[src/rtl/taillight_pkg.sv]
// Shared types and helpers for the tail-light sequencer.
package taillight_pkg;

  // Step position within a turn lives in a separate counter.
  typedef enum logic [2:0] {
    IDLE    = 3'd0,
    TURN_L  = 3'd1,
    TURN_R  = 3'd2,
    HAZ_ON  = 3'd3,
    HAZ_OFF = 3'd4
  } state_t;

  // Lower-k-ones mask, clamped to the lamp count (lamps <= 31).
  function automatic logic [31:0] therm(input int unsigned k, input int unsigned lamps);
    logic [31:0] m;
    if (k >= lamps) m = (32'd1 << lamps) - 32'd1;
    else            m = (32'd1 << k) - 32'd1;
    return m;
  endfunction

endpackage

[src/rtl/taillight_seq_if.sv]
// Switch requests in, lamp drives out.
interface taillight_seq_if #(parameter int LAMPS = 3);
  logic             left;
  logic             right;
  logic             hazard;
  logic             brake;
  logic [LAMPS-1:0] lamps_l;
  logic [LAMPS-1:0] lamps_r;

  modport master (output left, right, hazard, brake, input lamps_l, lamps_r);
  modport slave  (input left, right, hazard, brake, output lamps_l, lamps_r);
endinterface

[src/rtl/taillight_seq_prescaler.sv]
// Animation step prescaler: one-cycle tick every STEP_DIV clocks.
module step_prescaler #(
  parameter int STEP_DIV = 1
) (
  input  logic clk,
  input  logic reset,
  output logic tick
);
  localparam int CW = (STEP_DIV > 1) ? $clog2(STEP_DIV) : 1;
  localparam logic [CW-1:0] LAST = CW'(STEP_DIV - 1);

  logic [CW-1:0] cnt_q, cnt_d;

  // Divide-by-1 ties tick high; the counter then sits at zero.
  assign tick = (STEP_DIV == 1) ? 1'b1 : (cnt_q == LAST);

  // Wrap to zero on the tick cycle.
  always_comb begin
    cnt_d = tick ? '0 : cnt_q + 1'b1;
  end

  // Counter register.
  always_ff @(posedge clk or negedge reset) begin
    if (!reset) cnt_q <= '0;
    else        cnt_q <= cnt_d;
  end
endmodule

[src/rtl/taillight_seq.sv]
// Thunderbird-style tail-light sequencer: thermometer turn, hazard flash, brake overlay.
module taillight_seq
  import taillight_pkg::*;
#(
  parameter int LAMPS    = 3,
  parameter int STEP_DIV = 1
) (
  input  logic             clk,
  input  logic             reset,
  taillight_seq_if.slave   bus
);
  localparam int SW = $clog2(LAMPS + 1);
  localparam logic [SW-1:0]    LAST = SW'(LAMPS);
  localparam logic [LAMPS-1:0] ONES = '1;

  logic             tick;
  state_t           state_q, state_d;
  logic [SW-1:0]    step_q, step_d;
  logic [LAMPS-1:0] lamps_l_q, lamps_l_d;
  logic [LAMPS-1:0] lamps_r_q, lamps_r_d;
  logic [31:0]      mask;

  step_prescaler #(.STEP_DIV(STEP_DIV)) u_presc (
    .clk   (clk),
    .reset (reset),
    .tick  (tick)
  );

  // Next state: advance only on tick; a running turn ignores side changes.
  always_comb begin
    state_d = state_q;
    step_d  = step_q;
    if (tick) begin
      case (state_q)
        IDLE, HAZ_OFF: begin
          step_d = '0;
          // Both sides at once is treated as hazard.
          if (bus.hazard || (bus.left && bus.right)) state_d = HAZ_ON;
          else if (bus.left)  begin state_d = TURN_L; step_d = SW'(1); end
          else if (bus.right) begin state_d = TURN_R; step_d = SW'(1); end
          else                state_d = IDLE;
        end
        TURN_L, TURN_R: begin
          if (bus.hazard) begin
            state_d = HAZ_ON;
            step_d  = '0;
          end else if (step_q == LAST) begin
            state_d = IDLE;
            step_d  = '0;
          end else begin
            step_d  = step_q + 1'b1;
          end
        end
        HAZ_ON:  state_d = HAZ_OFF;
        default: begin state_d = IDLE; step_d = '0; end
      endcase
    end
  end

  // Lamp decode from the next state so a transition shows on the edge taking it.
  always_comb begin
    mask      = therm({{(32-SW){1'b0}}, step_d}, LAMPS);
    lamps_l_d = '0;
    lamps_r_d = '0;
    case (state_d)
      IDLE: begin
        lamps_l_d = bus.brake ? ONES : '0;
        lamps_r_d = bus.brake ? ONES : '0;
      end
      TURN_L: begin
        lamps_l_d = mask[LAMPS-1:0];
        lamps_r_d = bus.brake ? ONES : '0;
      end
      TURN_R: begin
        lamps_l_d = bus.brake ? ONES : '0;
        lamps_r_d = mask[LAMPS-1:0];
      end
      HAZ_ON: begin
        lamps_l_d = ONES;
        lamps_r_d = ONES;
      end
      default: ;
    endcase
  end

  // State, step and lamp registers; reset darkens lamps immediately.
  always_ff @(posedge clk or negedge reset) begin
    if (!reset) begin
      state_q   <= IDLE;
      step_q    <= '0;
      lamps_l_q <= '0;
      lamps_r_q <= '0;
    end else begin
      state_q   <= state_d;
      step_q    <= step_d;
      lamps_l_q <= lamps_l_d;
      lamps_r_q <= lamps_r_d;
    end
  end

  assign bus.lamps_l = lamps_l_q;
  assign bus.lamps_r = lamps_r_q;
endmodule
[src/flat_wrapper.sv]
// flat-port wrapper written by rule: the top's interface ports become plain ports
module taillight_seq_flat import taillight_pkg::*;
#(
  parameter int LAMPS    = 3,
  parameter int STEP_DIV = 1
)
  (clk, reset, bus_left, bus_right, bus_hazard, bus_brake, bus_lamps_l, bus_lamps_r);
  taillight_seq_if #(.LAMPS(LAMPS)) bus_i ();
  input  logic clk;
  input  logic reset;
  input wire logic [$bits(bus_i.left)-1:0] bus_left;
  input wire logic [$bits(bus_i.right)-1:0] bus_right;
  input wire logic [$bits(bus_i.hazard)-1:0] bus_hazard;
  input wire logic [$bits(bus_i.brake)-1:0] bus_brake;
  output wire logic [$bits(bus_i.lamps_l)-1:0] bus_lamps_l;
  output wire logic [$bits(bus_i.lamps_r)-1:0] bus_lamps_r;
  assign bus_i.left = bus_left;
  assign bus_i.right = bus_right;
  assign bus_i.hazard = bus_hazard;
  assign bus_i.brake = bus_brake;
  assign bus_lamps_l = bus_i.lamps_l;
  assign bus_lamps_r = bus_i.lamps_r;
  taillight_seq #(.LAMPS(LAMPS), .STEP_DIV(STEP_DIV)) u_core (.clk(clk), .reset(reset), .bus(bus_i));
endmodule
[config.mk]
export PLATFORM = sky130hd
export DESIGN_NAME = taillight_seq_flat
export DESIGN_NICKNAME = d
export VERILOG_FILES = /design/src/rtl/taillight_pkg.sv /design/src/rtl/taillight_seq_if.sv /design/src/rtl/taillight_seq_prescaler.sv /design/src/rtl/taillight_seq.sv /design/src/flat_wrapper.sv
export SDC_FILE = /design/constraint.sdc
export NUM_CORES = 1
export LEC_CHECK = 0
export CAP_MARGIN = 30
export CORE_MARGIN = 4
export CORE_UTILIZATION = 25
export CTS_CLUSTER_DIAMETER = 60
export DETAILED_ROUTE_END_ITERATION = 10
export DONT_BUFFER_PORTS = 1
export PLACE_DENSITY = 0.47
export SETUP_SLACK_MARGIN = 0.4
export SLEW_MARGIN = 10
export SYNTH_ARGS = -nofsm -noshare
export SYNTH_HDL_FRONTEND = slang
export SYNTH_SLANG_ARGS = --single-unit
[constraint.sdc]
create_clock -name clk -period 2.36 [get_ports clk]
set_input_delay 0.472 -clock clk [delete_from_list [all_inputs] [get_ports clk]]
set_output_delay 0.472 -clock clk [all_outputs]
set_load 0.005 [all_outputs]
== Yosys cells after proc, flatten, opt, wreduce, memory -nomap -nowiden ==
Cells that the tools add are included.

* Register bits: 11
* Bits of input ports: 6
* Output and inout port bits: 6
* Word-level logic and storage cells: 40

* $add $sub $neg: 2
* Magnitude comparators: 1
* Eq/ne operators: 8
* Shift-type cells: 1
* Muxes and demuxes: 16
* Reduce and logical (&&, ||, !) cells: 8

{| class="wikitable"
|+ Operator list
! operator !! number
|-
| $pmux W3 S3 || 3
|-
| $mux W3 || 6
|-
| $eq A3 B2 Y1 const B || 4
|-
| $mux W2 || 5
|-
| $reduce_or A2 Y1 || 4
|-
| $eq A3 B1 Y1 const B || 2
|-
| $logic_not A3 Y1 || 2
|-
| $pmux W2 S3 || 1
|-
| $eq A3 B3 Y1 const B || 1
|-
| $shl A1 B2 Y3 const A || 1
|-
| $sub A3 B1 Y3 const B || 1
|-
| $add A2 B1 Y2 const B || 1
|-
| $eq A2 B2 Y1 const B || 1
|-
| $ge A2 B2 Y1 const B || 1
|-
| $logic_and A1 B1 Y1 || 1
|-
| $logic_or A1 B1 Y1 || 1
|-
| $mux W1 || 1
|}

== Logic depth before layout (Yosys ltp) ==
* Depth after elaboration: 8
* Mapped depth: 6
* Gate-level depth less buffers: 6

== Hierarchy ==
Synthesis repeated with hierarchy kept, for this count alone.

* Cell total of the unflattened synthesis: 57
* Area total of the unflattened synthesis: 636.9 µm²

{| class="wikitable"
|+ By module, submodules not included
! module !! times used !! cells each !! area each (µm²) !! seq. area each (µm²)
|-
| taillight_seq || 1 || 55 || 625.6 || 275.3
|-
| step_prescaler || 1 || 2 || 11.3 || 0.0
|}

== Least setup slack after synthesis ==
No wires, ideal clock.

* Path kind: reg-to-reg
* Start: register u_core.step_q[0]
* End: register u_core.lamps_r_q[2], in the netlist u_core.bus.lamps_r[2]
* Library setup time: 0.120 ns
* Arrival: 1.386 ns
* Required time: 2.240 ns
* Setup slack: 0.854 ns
* Cell stages (with the launch flop): 7
* Buffers on the path: 0
* Clock period less this slack: 1.506 ns
* Cells stage by stage: dfrtp_1 > ha_1 > inv_1 > a21oi_1 > o311ai_4 > mux2i_1 > a41o_1

* Elaborated cells on any way between the ends: 18
* Classes of those cells: add/sub: 2; order compare: 1; eq/ne: 4; shift: 1; mux: 8; reduce/logical: 2

{| class="wikitable"
|+ RTL lines
! element !! line !! text
|-
| from (decl) || taillight_seq.sv:18 || <nowiki>logic [SW-1:0] step_q, step_d;</nowiki>
|-
| from (signal assigned) || taillight_seq.sv:95 || <nowiki>step_q <= step_d;</nowiki>
|-
| $eq A2 B2 Y1 * || taillight_seq.sv:47 || <nowiki>end else if (step_q == LAST) begin</nowiki>
|-
| $mux W3 * || taillight_seq.sv:47 ||
|-
| $mux W3 * || taillight_seq.sv:44 || <nowiki>if (bus.hazard) begin</nowiki>
|-
| $pmux W3 S3 * || taillight_seq.sv:34 || <nowiki>case (state_q)</nowiki>
|-
| net u_core.state_d[1] || taillight_seq.sv:17 || <nowiki>state_t state_q, state_d;</nowiki>
|-
| $eq A3 B1 Y1 or $logic_not A3 Y1 (tied branches) || taillight_seq.sv:65 || <nowiki>case (state_d)</nowiki>
|-
| $reduce_or A2 Y1 (no source line) || n/a ||
|-
| $pmux W3 S3 * || taillight_seq.sv:65 ||
|-
| net u_core.lamps_r_d[2] || taillight_seq.sv:20 || <nowiki>logic [LAMPS-1:0] lamps_r_q, lamps_r_d;</nowiki>
|-
| to (signal assigned) || taillight_seq.sv:97 || <nowiki>lamps_r_q <= lamps_r_d;</nowiki>
|-
| to (decl) || taillight_seq.sv:20 ||
|}

The timed path passes the listed nets; every way through them passes the cells marked *.

== Final worst setup path ==
* Start: register u_core.step_q[0]
* End: register u_core.lamps_r_q[0], in the netlist u_core.bus.lamps_r[0]

Same word-level chain as after synthesis.

==> impl.org <==
** Critical path
- STA classifies the critical path startpoint as a flop.
- Along the worst path, the maximum fanout reaches 7.
- On the worst path, the slowest cell contributes a delay of 0.39 ns.
- In this run the critical register-to-register path is captured at u_core.bus.lamps_r[0].
- For the worst flop-to-flop path, the logic depth is 6.
- The critical path starts at u_core.step_q[0].
- CP Capture Type :: flop
- Among cell families on the critical path, the largest total delay comes from compound AO/OA/AOI/OAI gates.
- Counting both buffers and inverters, the worst setup path holds a total of 1.
- In this run the number of cells on the critical path is 6.
- Critical path's slowest cell :: sky130_fd_sc_hd__dfrtp_1
- Data on the critical path is required at its endpoint by 2.56 ns.
- Critical Path AT :: 1.89 ns
- Register-to-register setup slack :: 0.67 ns
- In this run the worst setup path terminates at u_core.bus.lamps_r[0].
- Worst reg2reg path startpoint :: u_core.step_q[0]
- Traced cell by cell, the critical path runs through ha_1 -> inv_1 -> a21oi_1 -> o311ai_4 -> mux2i_1 -> nand2b_1.
- The setup path with the least slack is of type flop to flop.

** Floorplan
- In this run the count of I/O pins placed on the die edge is 12.
- DIE HEIGHT :: 55.09 microns
- The floorplan step defined a die boundary enclosing 3034 sq um.
- After floorplanning, the core was sized to cover 2042 sq um.
- Measured along the x axis, the die boundary spans 55.09 microns.
- The floorplan has 16 rows.
- For this configuration, the core starts out at a cell density of 0.2714.

** Detailed routing
- The detail route stage leaves a number of antenna-violating nets equal to 0.
- In the routed design, unresolved DRC markers number 0.
- For this block, the initial DRC count from the detailed router was 5.
- In the routed layout, each cell is associated on average with a via count of 4.840.
- Pre-Repair DR Iteration Count :: 2
- The routed layout has 392 vias.
- Average detailed-routed wire length per instance :: 12.59 microns
- Final Routed Wirelength :: 1020 microns

** Pwr
- In this run the static leakage power is 0.2493 nW.
- Cell area power density :: 1472 nW/um^2
- Maximum ir drop on the vdd rail :: 0.0005964 V

** Timing
- Unrepaired setup endpoints after global routing :: no
- Crit share post-route :: 0.7159
- Adding up every negative setup slack in the final design gives 0 ns.
- Worst Max-Slew Pin Slew :: 0.4758 ns
- The count of final max-slew check failures came to 0.
- The worst path in the final design needs a cycle of 1.690 ns, including I/O delays and setup.
- In the post-route analysis, the smallest setup slack over all paths is 0.6704 ns.
- On the final layout, the worst clock skew is 0.004896 ns.
- Number of endpoints failing setup at the final stage :: 0
- Static timing analysis puts the maximum clock frequency at 591.8 MHz.
- The hold violation total from the final report came to 0.
- Relative slew margins :: 0.6818

** Clocking
- Clock latency on the worst-skew pair :: 0.26 ns
- Number of buffers on the longest clock path :: 2
- H-tree level count :: 1
- Counting the buffers created by CTS gives 3.
- CTS saw 11 sinks.
- Once the clock tree was built, the setup fixing pass inserted 0 buffers.
- CTS tree :: done
- Clock-pin slew reported for the worst setup and hold paths after clock tree synthesis :: 0.07 ns
- The root buffer cell chosen for the clock tree is sky130_fd_sc_hd__clkbuf_4.

** Synthesis
- Synthesized area per cell :: 10.66 sq um
- Cell taking the most area after synthesis :: sky130_fd_sc_hd__dfrtp_1
- By area the synthesized netlist is led by sky130_fd_sc_hd__dfrtp_1 50%, sky130_fd_sc_hd__o311ai_4 4.7%, sky130_fd_sc_hd__a21oi_1 4.5%.
- Counting distinct cell types in the post-synthesis netlist gives 26.
- YS warnings :: 0
- Sequential element share of the synthesized area :: 0.4966
- When the netlist entered floorplanning its net count stood at 59.
- In this run, synthesis produced a sequential element count of 11.
- Area share of the largest cell type after synthesis :: 0.4966
- In this run the cell area of the synthesized design comes to 554.3 sq um.
- Cell count after synthesis :: 52

** Cells and area
- Synth-to-layout area growth :: 9.029%
- Nets@finish :: 62
- Proportion of layout cells with a drive suffix above 1 :: 0.1111
- N_diodes :: 0

** Min path
- Counting instances, the worst hold path has a depth of 2.
- The min-delay analysis places its worst path in the category input port to flop.

** Placed design
- Once detailed placement completed, the half-perimeter wirelength came to 757.2 microns.
- Post-Place Setup Slack :: 0.6928 ns
- Routability-driven placement finished with a final weighted congestion of 0.6960.
- In this run the tool buffered the top-level ports with 0 buffer cells.

** Global routing
- Congestion Overflow GR :: 0
- Vias in the first global route :: 422
- Largest net degree at the start of global routing :: 12
- The initial antenna violation count is 0.
- All-layer global routing usage :: 0.08361
- The first global-routing pass estimated 1773 microns of wire.

** Status
- Run status :: complete, no violations

** Run
- Number of violations of the max-capacitance limit :: 0
-- kinds of logic after synthesis --
group,Yosys count,synth area share
fa+ha+maj,1,0.02257
buf+inv,5,0.04965
flops,11,0.4966
xor+xnor,2,0.03161
simple gates,18,0.1828
mux,1,0.01806
compound gates,14,0.1987
-- registers in the layout (all words and copies together), names as in the netlist --
register,count
u_core.step_q,2
u_core.bus.lamps_l,3
u_core.bus.lamps_r,3
u_core.state_q,3
-- power by group --
part	leakage, nW	switching, mW	internal [mW]
registers	0.132	0.0957	0.286
clock network	0.0150	0.0558	0.0652
logic	0.102	0.210	0.178
total	0.249	0.361	0.528
-- worst reg2reg max path, stage by stage, from the launching register on --
cell and delay [ns]:
sky130_fd_sc_hd__dfrtp_1 0.39, sky130_fd_sc_hd__ha_1 0.22, sky130_fd_sc_hd__inv_1 0.08, sky130_fd_sc_hd__a21oi_1 0.09, sky130_fd_sc_hd__o311ai_4 0.39, sky130_fd_sc_hd__mux2i_1 0.33
sky130_fd_sc_hd__nand2b_1 0.14
-- final cells by class --
| class | instances | area [sq um] |
|---|---|---|
| clock buffers | 4 | 26.28 |
| fillers | 228 | 1438 |
| inverters | 2 | 7.507 |
| multi-input cells | 36 | 251.5 |
| flip-flops and latches | 11 | 275.3 |
| well taps | 27 | 33.78 |
| repair buffers | 1 | 10.01 |
-- per-stage QoR --
step	std cells	power, mW	util	hold WS, ns	area, sq um
global route	81	0.9784	0.2960	0.5160	604.3
finish	81	0.8895	0.2960	0.4937	604.3
detailed placement	76	0.7672	0.2782	0.1767	568.0
global placement	76	0.7730	0.2782	0.1767	568.0
floorplan	52	0.7098	-	0.1764	554.3
CTS	81	0.8977	0.2960	0.4915	604.3
-- cells in the final DEF (no fill, tap or decap) --
| master | netlist | layout |
|---|---|---|
| sky130_fd_sc_hd__xnor2_1 | 1 | 1 |
| sky130_fd_sc_hd__xor2_1 | 1 | 1 |
| sky130_fd_sc_hd__o311a_1 | 1 | 1 |
| sky130_fd_sc_hd__clkbuf_4 | 0 | 3 |
| sky130_fd_sc_hd__a21oi_1 | 5 | 5 |
| sky130_fd_sc_hd__inv_1 | 2 | 2 |
| sky130_fd_sc_hd__nor4_1 | 1 | 1 |
| sky130_fd_sc_hd__or3b_1 | 1 | 1 |
| sky130_fd_sc_hd__or3b_4 | 1 | 1 |
| sky130_fd_sc_hd__o311ai_4 | 1 | 1 |
| sky130_fd_sc_hd__mux2i_1 | 1 | 1 |
| sky130_fd_sc_hd__nor2_1 | 6 | 6 |
| sky130_fd_sc_hd__clkbuf_1 | 0 | 1 |
| sky130_fd_sc_hd__and2_1 | 1 | 1 |
| sky130_fd_sc_hd__nor3b_1 | 2 | 2 |
| sky130_fd_sc_hd__nand3_1 | 1 | 1 |
| sky130_fd_sc_hd__ha_1 | 1 | 1 |
| sky130_fd_sc_hd__a41o_1 | 1 | 1 |
| sky130_fd_sc_hd__a31o_1 | 1 | 1 |
| sky130_fd_sc_hd__dlygate4sd3_1 | 0 | 1 |
| sky130_fd_sc_hd__nor3_1 | 1 | 1 |
| sky130_fd_sc_hd__nand3b_1 | 1 | 1 |
| sky130_fd_sc_hd__o21ai_0 | 4 | 4 |
| sky130_fd_sc_hd__nand2_1 | 2 | 2 |
| sky130_fd_sc_hd__nand2b_1 | 1 | 1 |
| sky130_fd_sc_hd__a211o_2 | 1 | 1 |
| sky130_fd_sc_hd__dfrtp_1 | 11 | 11 |
-- how the worst min path moves through the flow --
stage	from	slack (ns)	end
3_3_place_gp	reset	0.18	u_core.bus.lamps_l[2]
5_1_grt	bus_hazard	0.52	u_core.step_q[1]
6_report	bus_hazard	0.49	u_core.step_q[1]
4_1_cts	bus_hazard	0.49	u_core.step_q[1]
2_1_floorplan	reset	0.18	u_core.bus.lamps_l[0]
3_5_place_dp	reset	0.18	u_core.bus.lamps_l[2]
-- Yosys cell counts --
master                     instances
sky130_fd_sc_hd__nand3b_1          1
sky130_fd_sc_hd__dfrtp_1          11
sky130_fd_sc_hd__or3b_1            1
sky130_fd_sc_hd__nor3b_1           2
sky130_fd_sc_hd__o21ai_0           4
sky130_fd_sc_hd__and2_1            1
sky130_fd_sc_hd__xnor2_1           1
sky130_fd_sc_hd__nor4_1            1
sky130_fd_sc_hd__mux2i_1           1
sky130_fd_sc_hd__nand2_1           2
sky130_fd_sc_hd__a21oi_1           5
sky130_fd_sc_hd__a31o_1            1
sky130_fd_sc_hd__buf_4             2
sky130_fd_sc_hd__or3b_4            1
sky130_fd_sc_hd__inv_1             2
sky130_fd_sc_hd__o311ai_4          1
sky130_fd_sc_hd__a41o_1            1
sky130_fd_sc_hd__xor2_1            1
sky130_fd_sc_hd__nor3_1            1
sky130_fd_sc_hd__o311a_1           1
sky130_fd_sc_hd__nand3_1           1
sky130_fd_sc_hd__ha_1              1
sky130_fd_sc_hd__nand2b_1          1
sky130_fd_sc_hd__a211o_2           1
sky130_fd_sc_hd__buf_2             1
sky130_fd_sc_hd__nor2_1            6
-- per-layer routing --
metal / share of wire / up-vias / track usage
li1: - / 193 / -
met4: 0 / 0 / 0.04858
met3: 0.090 / 0 / 0.03217
met1: 0.50 / 188 / 0.1122
met5: 0 / - / 0
met2: 0.40 / 11 / 0.1122
-- timing repair --
item | in CTS | in global routing
endpoints found under the hold margin | 11 | 0
hold buffers | 1 | 0
resized for setup | 0 | 0
Note: power is estimated with default switching activity, not from simulation.
